`src/rtl/alu_sched_pkg.sv`:
```
// Shared types and constants for the ALU issue scheduler: FSM states,
// instruction numbers understood by the execution element, operand bundle.
package alu_sched_pkg;

    typedef enum logic [1:0] {
        IDLE = 2'd0,
        BUSY = 2'd1,
        RESP = 2'd2
    } sched_state_e;

    localparam logic [5:0] INST_ADD   = 6'd8;
    localparam logic [5:0] INST_ADDI  = 6'd9;
    localparam logic [5:0] INST_SUB   = 6'd10;
    localparam logic [5:0] INST_LUI   = 6'd11;
    localparam logic [5:0] INST_DIV   = 6'd12;
    localparam logic [5:0] INST_MULT  = 6'd13;
    localparam logic [5:0] INST_DIVI  = 6'd14;
    localparam logic [5:0] INST_MULTI = 6'd15;
    localparam logic [5:0] INST_SLL   = 6'd16;
    localparam logic [5:0] INST_SRA   = 6'd17;
    localparam logic [5:0] INST_SRL   = 6'd18;
    localparam logic [5:0] INST_AND   = 6'd20;
    localparam logic [5:0] INST_ANDI  = 6'd21;
    localparam logic [5:0] INST_OR    = 6'd22;
    localparam logic [5:0] INST_ORI   = 6'd23;
    localparam logic [5:0] INST_XOR   = 6'd24;
    localparam logic [5:0] INST_XORI  = 6'd25;
    localparam logic [5:0] INST_NOR   = 6'd26;

    typedef struct packed {
        logic [5:0]  inst_num;
        logic [31:0] const16_x;
        logic [4:0]  shift5;
        logic [31:0] rs;
        logic [31:0] rt;
    } operand_t;

endpackage

```
`src/rtl/rr_arbiter.sv`:
```
// Combinational round-robin arbiter: the search starts one past the pointer
// and the first asserted request wins.
module rr_arbiter #(
    parameter int unsigned NUM_REQ = 2,
    parameter int unsigned ID_W    = $clog2(NUM_REQ)
) (
    input  logic [NUM_REQ-1:0] req_i,
    input  logic [ID_W-1:0]    ptr_i,
    output logic [NUM_REQ-1:0] grant_o,
    output logic [ID_W-1:0]    id_o,
    output logic               valid_o
);

    always_comb begin
        logic [ID_W-1:0] sel;
        logic            found;
        grant_o = '0;
        id_o    = '0;
        found   = 1'b0;
        sel     = '0;
        for (int unsigned k = 1; k <= NUM_REQ; k++) begin
            sel = ID_W'((32'(ptr_i) + k) % NUM_REQ);
            if (!found && req_i[sel]) begin
                found        = 1'b1;
                grant_o[sel] = 1'b1;
                id_o         = sel;
            end
        end
        valid_o = found;
    end

endmodule

```
`src/rtl/alu_issue_scheduler.sv`:
```
// Shares one ALU execution element among NUM_REQ requesters: round-robin issue,
// operand latching, element reset/completion sequencing and a watchdog abort.
module alu_issue_scheduler
    import alu_sched_pkg::*;
#(
    parameter int unsigned NUM_REQ        = 2,
    parameter int unsigned ID_W           = $clog2(NUM_REQ),
    parameter int unsigned TIMEOUT_CYCLES = 64
) (
    input  logic                  clk,
    input  logic                  reset,
    input  logic [NUM_REQ-1:0]    req_valid,
    output logic [NUM_REQ-1:0]    req_ready,
    input  logic [NUM_REQ*6-1:0]  req_inst_num,
    input  logic [NUM_REQ*32-1:0] req_const16_x,
    input  logic [NUM_REQ*5-1:0]  req_shift5,
    input  logic [NUM_REQ*32-1:0] req_rs,
    input  logic [NUM_REQ*32-1:0] req_rt,
    output logic                  resp_valid,
    input  logic                  resp_ready,
    output logic [ID_W-1:0]       resp_id,
    output logic [31:0]           resp_data,
    output logic                  resp_timeout,
    output logic                  elem_reset,
    input  logic                  elem_completed,
    output logic [5:0]            elem_inst_num,
    output logic [31:0]           elem_const16_x,
    output logic [4:0]            elem_shift5,
    output logic [31:0]           elem_rs,
    output logic [31:0]           elem_rt,
    input  logic [31:0]           elem_out
);

    localparam int unsigned CNT_W = $clog2(TIMEOUT_CYCLES);

    sched_state_e     state_q;
    logic [ID_W-1:0]  ptr_q;
    logic [CNT_W-1:0] cnt_q;
    operand_t         op_q;
    logic             resp_valid_q;
    logic [ID_W-1:0]  resp_id_q;
    logic [31:0]      resp_data_q;
    logic             resp_timeout_q;

    logic [NUM_REQ-1:0] grant;
    logic [ID_W-1:0]    win_id;
    logic               win_valid;
    operand_t           req_op [NUM_REQ];

    for (genvar g = 0; g < NUM_REQ; g++) begin : g_unpack
        assign req_op[g] = {req_inst_num[6*g +: 6], req_const16_x[32*g +: 32],
                            req_shift5[5*g +: 5], req_rs[32*g +: 32], req_rt[32*g +: 32]};
    end

    rr_arbiter #(
        .NUM_REQ (NUM_REQ),
        .ID_W    (ID_W)
    ) u_arb (
        .req_i   (req_valid),
        .ptr_i   (ptr_q),
        .grant_o (grant),
        .id_o    (win_id),
        .valid_o (win_valid)
    );

    // Grants are only offered in IDLE, so an accept can never overlap an operation.
    assign req_ready = (state_q == IDLE) ? grant : '0;

    always_ff @(posedge clk or posedge reset) begin
        if (reset) begin
            state_q        <= IDLE;
            ptr_q          <= ID_W'(NUM_REQ - 1);
            cnt_q          <= '0;
            op_q           <= '0;
            resp_valid_q   <= 1'b0;
            resp_id_q      <= '0;
            resp_data_q    <= '0;
            resp_timeout_q <= 1'b0;
        end else begin
            case (state_q)
                IDLE: begin
                    if (win_valid) begin
                        op_q      <= req_op[win_id];
                        resp_id_q <= win_id;
                        ptr_q     <= win_id;
                        cnt_q     <= '0;
                        state_q   <= BUSY;
                    end
                end
                BUSY: begin
                    cnt_q <= cnt_q + CNT_W'(1);
                    if (elem_completed) begin
                        resp_data_q    <= elem_out;
                        resp_timeout_q <= 1'b0;
                        resp_valid_q   <= 1'b1;
                        state_q        <= RESP;
                    end else if (cnt_q == CNT_W'(TIMEOUT_CYCLES - 1)) begin
                        resp_data_q    <= '0;
                        resp_timeout_q <= 1'b1;
                        resp_valid_q   <= 1'b1;
                        state_q        <= RESP;
                    end
                end
                RESP: begin
                    if (resp_ready) begin
                        resp_valid_q <= 1'b0;
                        state_q      <= IDLE;
                    end
                end
                default: state_q <= IDLE;
            endcase
        end
    end

    // Element is held in reset outside BUSY, so it restarts cleanly per operation.
    assign elem_reset     = reset | (state_q != BUSY);
    assign elem_inst_num  = op_q.inst_num;
    assign elem_const16_x = op_q.const16_x;
    assign elem_shift5    = op_q.shift5;
    assign elem_rs        = op_q.rs;
    assign elem_rt        = op_q.rt;

    assign resp_valid   = resp_valid_q;
    assign resp_id      = resp_id_q;
    assign resp_data    = resp_data_q;
    assign resp_timeout = resp_timeout_q;

endmodule

```
`config.mk`:
```
export PLATFORM = sky130hd
export DESIGN_NAME = alu_issue_scheduler
export DESIGN_NICKNAME = d
export VERILOG_FILES = /design/src/rtl/alu_sched_pkg.sv /design/src/rtl/rr_arbiter.sv /design/src/rtl/alu_issue_scheduler.sv
export SDC_FILE = /design/constraint.sdc
export NUM_CORES = 1
export LEC_CHECK = 0
export ABC_AREA = 1
export CORE_AREA = 2 2 154 156
export DETAILED_ROUTE_END_ITERATION = 7
export DIE_AREA = 0 0 156 158
export PLACE_DENSITY = 0.77
export SLEW_MARGIN = 40
export SYNTH_ARGS = -nofsm -noshare
export SYNTH_HDL_FRONTEND = slang
export SYNTH_SLANG_ARGS = --single-unit
```
`constraint.sdc`:
```
create_clock -name clk -period 5.2 [get_ports clk]
set_clock_uncertainty 0.15 [all_clocks]
set_input_delay 0.78 -clock clk [delete_from_list [all_inputs] [get_ports clk]]
set_output_delay 0.78 -clock clk [all_outputs]
set_load 0.05 [all_outputs]
```
==> results.sh <==
export IMPL_period_needed_ns=3.50
export IMPL_syn_avg_cell_area_sq_um=7.77
export IMPL_routedWlPerCell_um=14.3
export IMPL_die_area_sq_um=24600
export IMPL_clock_latency_ns=0.41
export IMPL_cts_root_buf="clkbuf_16"
export IMPL_drc=0
export IMPL_finalWirelength_um=22500
export IMPL_fin_crit_sh=0.673
export IMPL_critical_path_max_fanout=11
export IMPL_synth_edf_count=0
export IMPL_track_usage=0.175
export IMPL_via_per_inst=4.49
export IMPL_yosysWarnings=0
export IMPL_critPathMostFrequentCell="clkdlybuf4s50_1"
export IMPL_yosys_area_top_type="dfrtp_1"
export IMPL_port_buffer_count=396
export IMPL_cts_buffer_depth=2
export IMPL_grt_pass1_wl_um=34000
export IMPL_seq_area_frac_synth=0.537
export IMPL_antenna_found_initial=1
export IMPL_tns_ns=0
export IMPL_cts_max_level=4
export IMPL_place_area_sq_um=11200
export IMPL_netlist_area_sq_um=7040
export IMPL_drive_gt1_frac=0.0358
export IMPL_synthTopCellsByArea="dfrtp_1, nand2_1, o21ai_0, inv_1, nand3_1"
export IMPL_drtIter0Drc=404
export IMPL_cp_data_arrival_time_ns=2.57
export IMPL_synthCells=906
export IMPL_ctsHoldBuffers=0
export IMPL_critPathLaunchType="input port"
export IMPL_fmax_mhz=286
export IMPL_ctsResizeCount=0
export IMPL_dp_hpwl_um=16500
export IMPL_critPathRequiredTime_ns=4.27
export IMPL_path_cells="clkdlybuf4s50_1 -> clkinvlp_4 -> nand2_1 -> clkdlybuf4s50_1"
export IMPL_core_region_area_sq_um=23100
export IMPL_min_path_type="flop to flop"
export IMPL_setup_viol=0
export IMPL_rsz0062_at_grt="false"
export IMPL_num_fill_cells=2170
export IMPL_leakage_uw=0.00555
export IMPL_cts_tree="yes"
export IMPL_die_y_um=158
export IMPL_clk_pin_slew_worst_paths_ns=0.07
export IMPL_crit_path_top_delay_cell="clkdlybuf4s50_1"
export IMPL_reg2reg_slack_ns=2.86
export IMPL_fin_cells=1576
export IMPL_place_inst=1543
export IMPL_cp_slowest_stage_delay_ns=0.83
export IMPL_synth_ff_type="dfrtp_1"
export IMPL_ys_async_sr_fraction=1.00
export IMPL_ys_ff_latch=151
export IMPL_ant_nets=0
export IMPL_hold_viol_final=0
export IMPL_gp_congestion=0.787
export IMPL_grt_start_max_net_pins=124
export IMPL_dr_pass1_iters=5
export IMPL_slew_headroom=0.540
export IMPL_outcome="complete, no violations"
export IMPL_drv_slew=0
export IMPL_worst_slew_pin_slew_ns=0.690
export IMPL_synth_top_area_frac=0.533
export IMPL_ios=397
export IMPL_cts_buffers=17
export IMPL_start_util=0.305
export IMPL_grt_pass1_vias=6719
export IMPL_cts_setup_buffers=0
export IMPL_worst_setup_path_type="input port to output pin"
export IMPL_rows=56
export IMPL_final_cell_area_sq_um=11800
export IMPL_powerDensity_nw_per_um2=669
export IMPL_cap_violations=0
export IMPL_num_vias=7070
export IMPL_synth_cell_types=20
export IMPL_cts_sinks=151
export IMPL_die_w_um=156
export IMPL_cp_end_kind="output pin"
export IMPL_synthToLayoutAreaGrowth_pct=68.1
export IMPL_gr_total_overflow=0
export IMPL_fin_nets=1525
export IMPL_syn_nets=1159
export IMPL_peakVddDrop_v=0.000280
==> cells in the mapped netlist, types with 2 or more instances <==
cell      count
buf_6         4
inv_2         2
o21ai_0     186
inv_1       119
nand2_1     305
nor2_1        6
buf_2        29
nand3_1      39
o21ai_1      34
a21oi_1       2
clkbuf_1     21
nor2_2        2
dfrtp_1     150
==> kinds of logic after synthesis <==
logic type,Yosys count,synth area share
simple gates,354,0.197
compound gates,223,0.159
buf+inv,176,0.104
flops,151,0.537
xor+xnor,1,0.00124
fa+ha+maj,1,0.00178
==> report_power, final <==
part / leakage, uW / total (uW) / switching [uW] / internal (uW)
Sequential: 0.00185 / 2070 / 318 / 1760
Combinational: 0.00339 / 4510 / 3070 / 1450
Clock: 0.000310 / 1330 / 553 / 777
Total: 0.00555 / 7920 / 3940 / 3980
==> final timing paths <==
path | startpoint | endpoint | depth (start not counted)
min in group asynchronous | reset | resp_data[27] | 2
min | resp_id | resp_id | 2
min reg2reg | resp_id | resp_id | 2
max | reset | elem_reset | 4
max reg2reg | ptr_q | elem_rs[12] | 7
max in group asynchronous | reset | elem_rt[1] | 3
==> layout make-up <==
class,instances,area (sq um),share of cell area
Multi-Input combinational cell,579,2540,0.215
Tap cell,290,363,0.0307
Antenna cell,1,2.50,0.000212
Inverter,121,465,0.0393
Clock inverter,15,204,0.0172
Clock buffer,17,425,0.0360
Sequential cell,151,3780,0.319
Timing Repair Buffer,402,4050,0.342
==> sequential cells by signal, summed over array words and instances (netlist names) <==
name,flops
elem_shift5,5
elem_rs,32
resp_id,1
elem_rt,32
elem_inst_num,6
resp_data,32
state_q,2
elem_const16_x,32
resp_valid,1
resp_timeout,1
ptr_q,1
cnt_q,6
==> worst max-delay path: cells and delay by family <==
family        cells  cell delay [ns]
buf+inv           3             1.63
simple gates      1             0.15
==> layout by cell type, fill, tap and decap left out, types with 2 or more instances in the layout <==
| cell | Yosys | routed |
|---|---|---|
| nand2_1 | 305 | 304 |
| nor2_2 | 2 | 2 |
| buf_4 | 1 | 2 |
| o21ai_1 | 34 | 34 |
| a21oi_1 | 2 | 2 |
| o21ai_0 | 186 | 186 |
| clkinv_4 | 0 | 2 |
| nor2_1 | 6 | 6 |
| nand3_1 | 39 | 39 |
| dfrtp_1 | 150 | 150 |
| inv_8 | 0 | 3 |
| inv_1 | 119 | 118 |
| inv_6 | 0 | 6 |
| buf_6 | 4 | 2 |
| clkdlybuf4s50_1 | 0 | 396 |
| bufinv_16 | 0 | 3 |
| clkbuf_16 | 0 | 17 |
==> layer usage <==
metal,GRT usage,share of wire,up-vias
met2,0.306,0.50,282
li1,-,-,3568
met1,0.202,0.39,3197
met3,0.0627,0.094,23
met5,0,0,-
met4,0.0546,0.018,0
==> per-stage QoR <==
stage | hold slack [ns] | power (uW) | util | setup WS, ns
after floorplan | 0.332 | 5020 | - | 0.296
after global placement | 0.313 | 6540 | 0.484 | 1.69
after detailed placement | 0.318 | 6630 | 0.486 | 1.68
after CTS | 0.333 | 8010 | 0.513 | 1.66
after global routing | 0.363 | 8380 | 0.513 | 1.59
final | 0.327 | 7920 | 0.513 | 1.70
Note: power is estimated with default switching activity, not from simulation.
